`src/rtl/mitm_pkg.sv`:
```
// Shared types and constants for the MITM rule engine.
package mitm_pkg;

   typedef enum logic [1:0] {
      ST_IDLE = 2'd0,
      ST_SCAN = 2'd1,
      ST_DONE = 2'd2
   } state_t;

   localparam int SEL_MISO_BIT = 1;
   localparam int SEL_MOSI_BIT = 0;
   localparam int SEL_W        = 2;

   // A rule is en + match + mask + fake_miso + fake_mosi + sel.
   localparam int RULE_DATA_FIELDS = 4;

   function automatic int rule_bits(input int dsz);
      return 1 + RULE_DATA_FIELDS * dsz + SEL_W;
   endfunction

endpackage

```
`src/rtl/mitm_rule_table.sv`:
```
// Runtime-programmable rule register file.
// Write port has priority over the one-shot enable clear.
module mitm_rule_table
   import mitm_pkg::*;
#(
   parameter int DATA_SIZE  = 8,
   parameter int NUM_RULES  = 4,
   parameter int RULE_IDX_W = 2
) (
   input  logic                  sys_clk,
   input  logic                  rst,
   input  logic                  we,
   input  logic [RULE_IDX_W-1:0] waddr,
   input  logic                  wen,
   input  logic [DATA_SIZE-1:0]  wmatch,
   input  logic [DATA_SIZE-1:0]  wmask,
   input  logic [DATA_SIZE-1:0]  wfake_miso,
   input  logic [DATA_SIZE-1:0]  wfake_mosi,
   input  logic [SEL_W-1:0]      wsel,
   input  logic                  clr,
   input  logic [RULE_IDX_W-1:0] clr_idx,
   input  logic [RULE_IDX_W-1:0] rd_idx,
   output logic                  rd_en,
   output logic [DATA_SIZE-1:0]  rd_match,
   output logic [DATA_SIZE-1:0]  rd_mask,
   output logic [DATA_SIZE-1:0]  rd_fake_miso,
   output logic [DATA_SIZE-1:0]  rd_fake_mosi,
   output logic [SEL_W-1:0]      rd_sel
);

   logic [NUM_RULES-1:0] en_q;
   logic [DATA_SIZE-1:0] match_q [NUM_RULES];
   logic [DATA_SIZE-1:0] mask_q  [NUM_RULES];
   logic [DATA_SIZE-1:0] fmiso_q [NUM_RULES];
   logic [DATA_SIZE-1:0] fmosi_q [NUM_RULES];
   logic [SEL_W-1:0]     sel_q   [NUM_RULES];

   // Addresses with no matching slot are silently dropped.
   always_ff @(posedge sys_clk or posedge rst) begin
      if (rst) begin
         en_q <= '0;
         for (int i = 0; i < NUM_RULES; i++) begin
            match_q[i] <= '0;
            mask_q[i]  <= '0;
            fmiso_q[i] <= '0;
            fmosi_q[i] <= '0;
            sel_q[i]   <= '0;
         end
      end else begin
         for (int i = 0; i < NUM_RULES; i++) begin
            if (we && waddr == RULE_IDX_W'(i)) begin
               en_q[i]    <= wen;
               match_q[i] <= wmatch;
               mask_q[i]  <= wmask;
               fmiso_q[i] <= wfake_miso;
               fmosi_q[i] <= wfake_mosi;
               sel_q[i]   <= wsel;
            end else if (clr && clr_idx == RULE_IDX_W'(i)) begin
               en_q[i] <= 1'b0;
            end
         end
      end
   end

   assign rd_en        = en_q[rd_idx];
   assign rd_match     = match_q[rd_idx];
   assign rd_mask      = mask_q[rd_idx];
   assign rd_fake_miso = fmiso_q[rd_idx];
   assign rd_fake_mosi = fmosi_q[rd_idx];
   assign rd_sel       = sel_q[rd_idx];

endmodule

```
`src/rtl/mitm_rule_engine.sv`:
```
// MITM decision stage: scans rules one per cycle, first MOSI hit wins.
// Define MITM_ONESHOT_EN to auto-disarm a rule when it hits.
module mitm_rule_engine
   import mitm_pkg::*;
#(
   parameter int DATA_SIZE  = 8,
   parameter int NUM_RULES  = 4,
   parameter int RULE_IDX_W = 2
) (
   input  logic                  sys_clk,
   input  logic                  rst,
   input  logic                  eval,
   input  logic [DATA_SIZE-1:0]  real_miso_data,
   input  logic [DATA_SIZE-1:0]  real_mosi_data,
   input  logic                  cfg_we,
   input  logic [RULE_IDX_W-1:0] cfg_addr,
   input  logic                  cfg_en,
   input  logic [DATA_SIZE-1:0]  cfg_match,
   input  logic [DATA_SIZE-1:0]  cfg_mask,
   input  logic [DATA_SIZE-1:0]  cfg_fake_miso,
   input  logic [DATA_SIZE-1:0]  cfg_fake_mosi,
   input  logic [1:0]            cfg_sel,
   output logic [DATA_SIZE-1:0]  fake_miso_data,
   output logic [DATA_SIZE-1:0]  fake_mosi_data,
   output logic                  fake_miso_select,
   output logic                  fake_mosi_select,
   output logic                  hit,
   output logic [RULE_IDX_W-1:0] hit_idx,
   output logic                  done_sig
);

   localparam logic [RULE_IDX_W-1:0] LAST_IDX = RULE_IDX_W'(NUM_RULES - 1);

`ifdef MITM_ONESHOT_EN
   localparam bit ONESHOT = 1'b1;
`else
   localparam bit ONESHOT = 1'b0;
`endif

   state_t                state_q, state_d;
   logic                  eval_q;
   logic [RULE_IDX_W-1:0] idx_q, idx_d;
   logic [DATA_SIZE-1:0]  r_miso_q, r_miso_d;
   logic [DATA_SIZE-1:0]  r_mosi_q, r_mosi_d;
   logic [DATA_SIZE-1:0]  fmiso_d, fmosi_d;
   logic                  msel_d, osel_d, hit_d, done_d;
   logic [RULE_IDX_W-1:0] hit_idx_d;
   logic                  start, rule_hit, clr;

   logic                  rd_en;
   logic [DATA_SIZE-1:0]  rd_match, rd_mask;
   logic [DATA_SIZE-1:0]  rd_fake_miso, rd_fake_mosi;
   logic [SEL_W-1:0]      rd_sel;

   mitm_rule_table #(
      .DATA_SIZE  (DATA_SIZE),
      .NUM_RULES  (NUM_RULES),
      .RULE_IDX_W (RULE_IDX_W)
   ) u_table (
      .sys_clk      (sys_clk),
      .rst          (rst),
      .we           (cfg_we),
      .waddr        (cfg_addr),
      .wen          (cfg_en),
      .wmatch       (cfg_match),
      .wmask        (cfg_mask),
      .wfake_miso   (cfg_fake_miso),
      .wfake_mosi   (cfg_fake_mosi),
      .wsel         (cfg_sel),
      .clr          (clr),
      .clr_idx      (idx_q),
      .rd_idx       (idx_q),
      .rd_en        (rd_en),
      .rd_match     (rd_match),
      .rd_mask      (rd_mask),
      .rd_fake_miso (rd_fake_miso),
      .rd_fake_mosi (rd_fake_mosi),
      .rd_sel       (rd_sel)
   );

   assign start    = eval & ~eval_q;
   assign rule_hit = rd_en & (((r_mosi_q ^ rd_match) & rd_mask) == '0);

   always_ff @(posedge sys_clk or posedge rst) begin
      if (rst) begin
         state_q          <= ST_IDLE;
         eval_q           <= 1'b0;
         idx_q            <= '0;
         r_miso_q         <= '0;
         r_mosi_q         <= '0;
         fake_miso_data   <= '0;
         fake_mosi_data   <= '0;
         fake_miso_select <= 1'b0;
         fake_mosi_select <= 1'b0;
         hit              <= 1'b0;
         hit_idx          <= '0;
         done_sig         <= 1'b0;
      end else begin
         state_q          <= state_d;
         eval_q           <= eval;
         idx_q            <= idx_d;
         r_miso_q         <= r_miso_d;
         r_mosi_q         <= r_mosi_d;
         fake_miso_data   <= fmiso_d;
         fake_mosi_data   <= fmosi_d;
         fake_miso_select <= msel_d;
         fake_mosi_select <= osel_d;
         hit              <= hit_d;
         hit_idx          <= hit_idx_d;
         done_sig         <= done_d;
      end
   end

   always_comb begin
      state_d   = state_q;
      idx_d     = idx_q;
      r_miso_d  = r_miso_q;
      r_mosi_d  = r_mosi_q;
      fmiso_d   = fake_miso_data;
      fmosi_d   = fake_mosi_data;
      msel_d    = fake_miso_select;
      osel_d    = fake_mosi_select;
      hit_d     = hit;
      hit_idx_d = hit_idx;
      done_d    = 1'b0;
      clr       = 1'b0;
      unique case (state_q)
         ST_IDLE: begin
            if (start) begin
               r_miso_d = real_miso_data;
               r_mosi_d = real_mosi_data;
               idx_d    = '0;
               state_d  = ST_SCAN;
            end
         end
         ST_SCAN: begin
            if (rule_hit) begin
               fmiso_d   = rd_fake_miso;
               fmosi_d   = rd_fake_mosi;
               msel_d    = rd_sel[SEL_MISO_BIT];
               osel_d    = rd_sel[SEL_MOSI_BIT];
               hit_d     = 1'b1;
               hit_idx_d = idx_q;
               done_d    = 1'b1;
               clr       = ONESHOT;
               state_d   = ST_DONE;
            end else if (idx_q == LAST_IDX) begin
               fmiso_d   = r_miso_q;
               fmosi_d   = r_mosi_q;
               msel_d    = 1'b0;
               osel_d    = 1'b0;
               hit_d     = 1'b0;
               hit_idx_d = '0;
               done_d    = 1'b1;
               state_d   = ST_DONE;
            end else begin
               idx_d = idx_q + 1'b1;
            end
         end
         ST_DONE: state_d = ST_IDLE;
         default: state_d = ST_IDLE;
      endcase
   end

endmodule

```
`config.mk`:
```
export PLATFORM = sky130hd
export DESIGN_NAME = mitm_rule_engine
export DESIGN_NICKNAME = d
export VERILOG_FILES = /design/src/rtl/mitm_pkg.sv /design/src/rtl/mitm_rule_table.sv /design/src/rtl/mitm_rule_engine.sv
export SDC_FILE = /design/constraint.sdc
export NUM_CORES = 1
export LEC_CHECK = 0
export CAP_MARGIN = 20
export CORE_UTILIZATION = 40
export CTS_CLUSTER_DIAMETER = 120
export CTS_CLUSTER_SIZE = 40
export DETAILED_ROUTE_END_ITERATION = 6
export PLACE_DENSITY = 0.63
export SYNTH_ARGS = -nofsm -noshare
export SYNTH_HDL_FRONTEND = slang
export SYNTH_SLANG_ARGS = --single-unit
```
`constraint.sdc`:
```
create_clock -name sys_clk -period 6.5 [get_ports sys_clk]
set_clock_uncertainty 0.15 [all_clocks]
set_input_delay 0.975 -clock sys_clk [delete_from_list [all_inputs] [get_ports sys_clk]]
set_output_delay 0.975 -clock sys_clk [all_outputs]
set_load 0.01 [all_outputs]
```
==> flow_summary.yaml <==
sta:
  finalCritPeriodShare_pct: 49.2
  worstMarginPinSlew_ns: 0.922
  setup_viol: 0
  rsz0062_at_grt: "false"
  fin_crit_ns: 3.20
  setup_tns_ns: 0
  relSlewSlack_pct: 38.5
  hold_slack_ns: 0.351
  fmax_mhz: 313
  hold_viol: 0
  drv_slew: 0
cts:
  cts_resized: 0
  tritoncts: "built"
  clkLatencyLatePin_ns: 0.44
  numCtsBuffers: 17
  cts_hold_buf: 0
  root_buffer: "clkbuf_16"
  clock_path_buffers: 2
  postCtsSetupRepairBufs: 0
  htree_levels: 4
  cts_sinks: 183
  clk_pin_slew_ns: 0.07
finish:
  diodes: 0
  area_growth_syn_to_layout_pct: 21.1
  stdcell_count: 892
  filler_cell_count: 1670
  drive_gt1_share_pct: 37.6
  final_cell_area_um2: 9610
  utilization_pct: 49.4
  nNetsFinal: 672
logic_synthesis:
  yosys_most_used_dff: "dfrtp_1"
  synth.top_cell.area_share_pct: 57.7
  yosys_warnings: 0
  syn_area_per_cell_um2: 14.7
  synth_top_cells_by_area: "dfrtp_1 (58%), mux2_2 (22%), mux4_2 (5.1%), xor2_1 (3.3%), o221a_2 (1.6%)"
  synth_area_um2: 7930
  seq_area_frac_synth_pct: 57.7
  ys_seq_elements: 183
  synth-async-reset-ratio_pct: 100
  synth_top_cell_by_area: "dfrtp_1"
  netlist_instances: 539
  ys_types: 41
  syn_nets: 597
  synth-edff-count: 0
worst_setup_path:
  critPathKind: "reg2reg"
  reg2regPathDepth: 9
  cp_slowest_cell: "dfrtp_1"
  cp_num_cells: 9
  worstPathMaxFanout: 20
  crit_path_max_incr_delay_ns: 0.84
  crit_start: "idx_q[0]"
  rr_startpoint: "idx_q[0]"
  r2r_slack_ns: 3.30
  r2r-end: "fake_miso_data[3]"
  crit_required_ns: 6.72
  start_kind: "flop"
  crit_path_end_kind: "flop"
  arrival_ns: 3.42
  crit_buf_inv: 3
  crit_family: "flip-flops"
  cp_cell_sequence: "inv_1 > a311oi_1 > nand4_1 > nor4_2 > o211ai_1 > buf_4 > and2_1 > clkinv_4 > o221a_2"
power_and_ir_drop:
  p_leak_nw: 3.97
  peakVddDrop_mv: 0.200
  pwr_density_cell_nw_per_um2: 407
hold_path:
  hp-start: "hit"
  hold_path.class: "reg2reg"
  hold_depth: 2
  holdPathEnd: "hit"
routing:
  wl_per_cell_um: 20.4
  ant_nets: 0
  wl_um: 18200
  drc: 0
  firstDrtPassIters: 4
  num_vias: 4733
  viasPerCell: 5.31
  drtIter0Drc: 195
floorplan:
  initial_utilization_pct: 40.8
  io_pins: 79
  num_rows: 51
  die-area_um2: 20400
  fp.coreArea_um2: 19500
  die_w_um: 143
  fp.dieH_um: 143
placed_design:
  dp.cells: 859
  placed_cell_area_um2: 8980
  io_buffers: 78
  hpwlAfterDp_um: 12100
  gp_congestion: 0.802
global_routing:
  grt_overflow_total: 0
  grt_pass1_vias: 5167
  antenna_found_initial: 0
  grt_max_degree: 76
  grtUsageTotal_pct: 19.3
  grt_first_pass_wirelength_um: 29000
run_status:
  status: "completed"
flow_run:
  cap_viol_max_count: 0
stage by stage:
step / setup slack, ns / total power, mW
global route: 3.01 / 4.11
detailed placement: 3.01 / 2.86
floorplan: 0.403 / 2.43
global placement: 3.06 / 2.83
CTS: 3.28 / 3.95
finish: 3.30 / 3.91
routing by layer:
metal / vias to the layer above / part of all wire [%] / track usage [%]
li1: 2120 / - / -
met4: 0 / 1.7 / 6.85
met2: 95 / 50 / 31.7
met5: - / 0 / 0
met1: 2496 / 45 / 25.7
met3: 22 / 3.9 / 3.39
cell usage in the layout (no fill, tap or decap), types with 2 or more instances in the layout:
| master | n |
|---|---|
| o21ai_0 | 2 |
| nand3_1 | 5 |
| mux2_2 | 157 |
| buf_4 | 12 |
| o311ai_1 | 2 |
| o221a_1 | 5 |
| nor2b_1 | 2 |
| clkbuf_16 | 17 |
| a21oi_1 | 4 |
| nor2_1 | 18 |
| o221a_2 | 11 |
| dfrtp_1 | 183 |
| inv_6 | 4 |
| nand3b_1 | 2 |
| o2111ai_1 | 2 |
| xor2_1 | 30 |
| mux4_2 | 18 |
| inv_8 | 5 |
| a22o_1 | 2 |
| inv_1 | 5 |
| nand2_1 | 27 |
| bufinv_16 | 2 |
| o2bb2ai_1 | 2 |
| a222oi_1 | 2 |
| mux2i_1 | 4 |
| a22oi_1 | 4 |
| clkinv_4 | 4 |
| clkdlybuf4s50_1 | 78 |
state kept, by name, summed over array words and instances (netlist names), 2 cells and up:
name,count
u_table.fmiso_q,32
u_table.fmosi_q,32
u_table.mask_q,32
u_table.match_q,32
fake_miso_data,8
fake_mosi_data,8
r_miso_q,8
r_mosi_q,8
u_table.sel_q,8
u_table.en_q,4
hit_idx,2
idx_q,2
state_q,2
kinds of logic after synthesis:
| family | synth area share [%] |
|---|---|
| DFF | 57.7 |
| muxes | 27.9 |
| and+or+nand+nor | 3.45 |
| AOI/OAI and AO/OA | 4.97 |
| buffers and inverters | 2.49 |
| xor gates and xnor gates | 3.31 |
| adders and majority gates | 0.158 |
area by class of cell:
cell class	count	area, µm²	area share, %
clock buffers	18	439	4.57
clock inverters	14	176	1.84
inverters	7	36.3	0.378
multi-input cells	315	3170	33.0
flip-flops and latches	183	4580	47.7
well taps	265	332	3.45
repair buffers	90	871	9.06
cells in the mapped netlist (3+ instances only):
master and n:
xor2_1 30, o221a_1 5, buf_2 7, o21ai_0 3, nor2_1 18, clkbuf_1 20, buf_6 3, nand3_1 6
dfrtp_1 183, a22oi_1 4, mux2_2 157, o221a_2 11, mux2i_1 4, a21oi_1 4, mux4_2 18, inv_1 6
nand2_1 27
worst reg2reg max path, stage by stage (launching register included):
cell and delay [ns]:
dfrtp_1 0.84, inv_1 0.37, a311oi_1 0.34, nand4_1 0.14, nor4_2 0.30, o211ai_1 0.12, buf_4 0.23, and2_1 0.27
clkinv_4 0.17, o221a_2 0.21
where the power goes:
part	switching, mW	total, mW	internal [mW]
clock	0.479	1.07	0.595
combinational	0.489	1.13	0.644
sequential	0.270	1.70	1.43
worst max-delay path by stage:
stage	slack [ns]	endpoint
2_1_floorplan	0.40	done_sig
3_3_place_gp	3.06	r_miso_q[3]
3_5_place_dp	3.01	r_miso_q[1]
4_1_cts	3.28	fake_miso_data[3]
5_1_grt	3.01	fake_miso_data[1]
6_report	3.30	fake_miso_data[3]
Power figures use the tool's default switching activity.
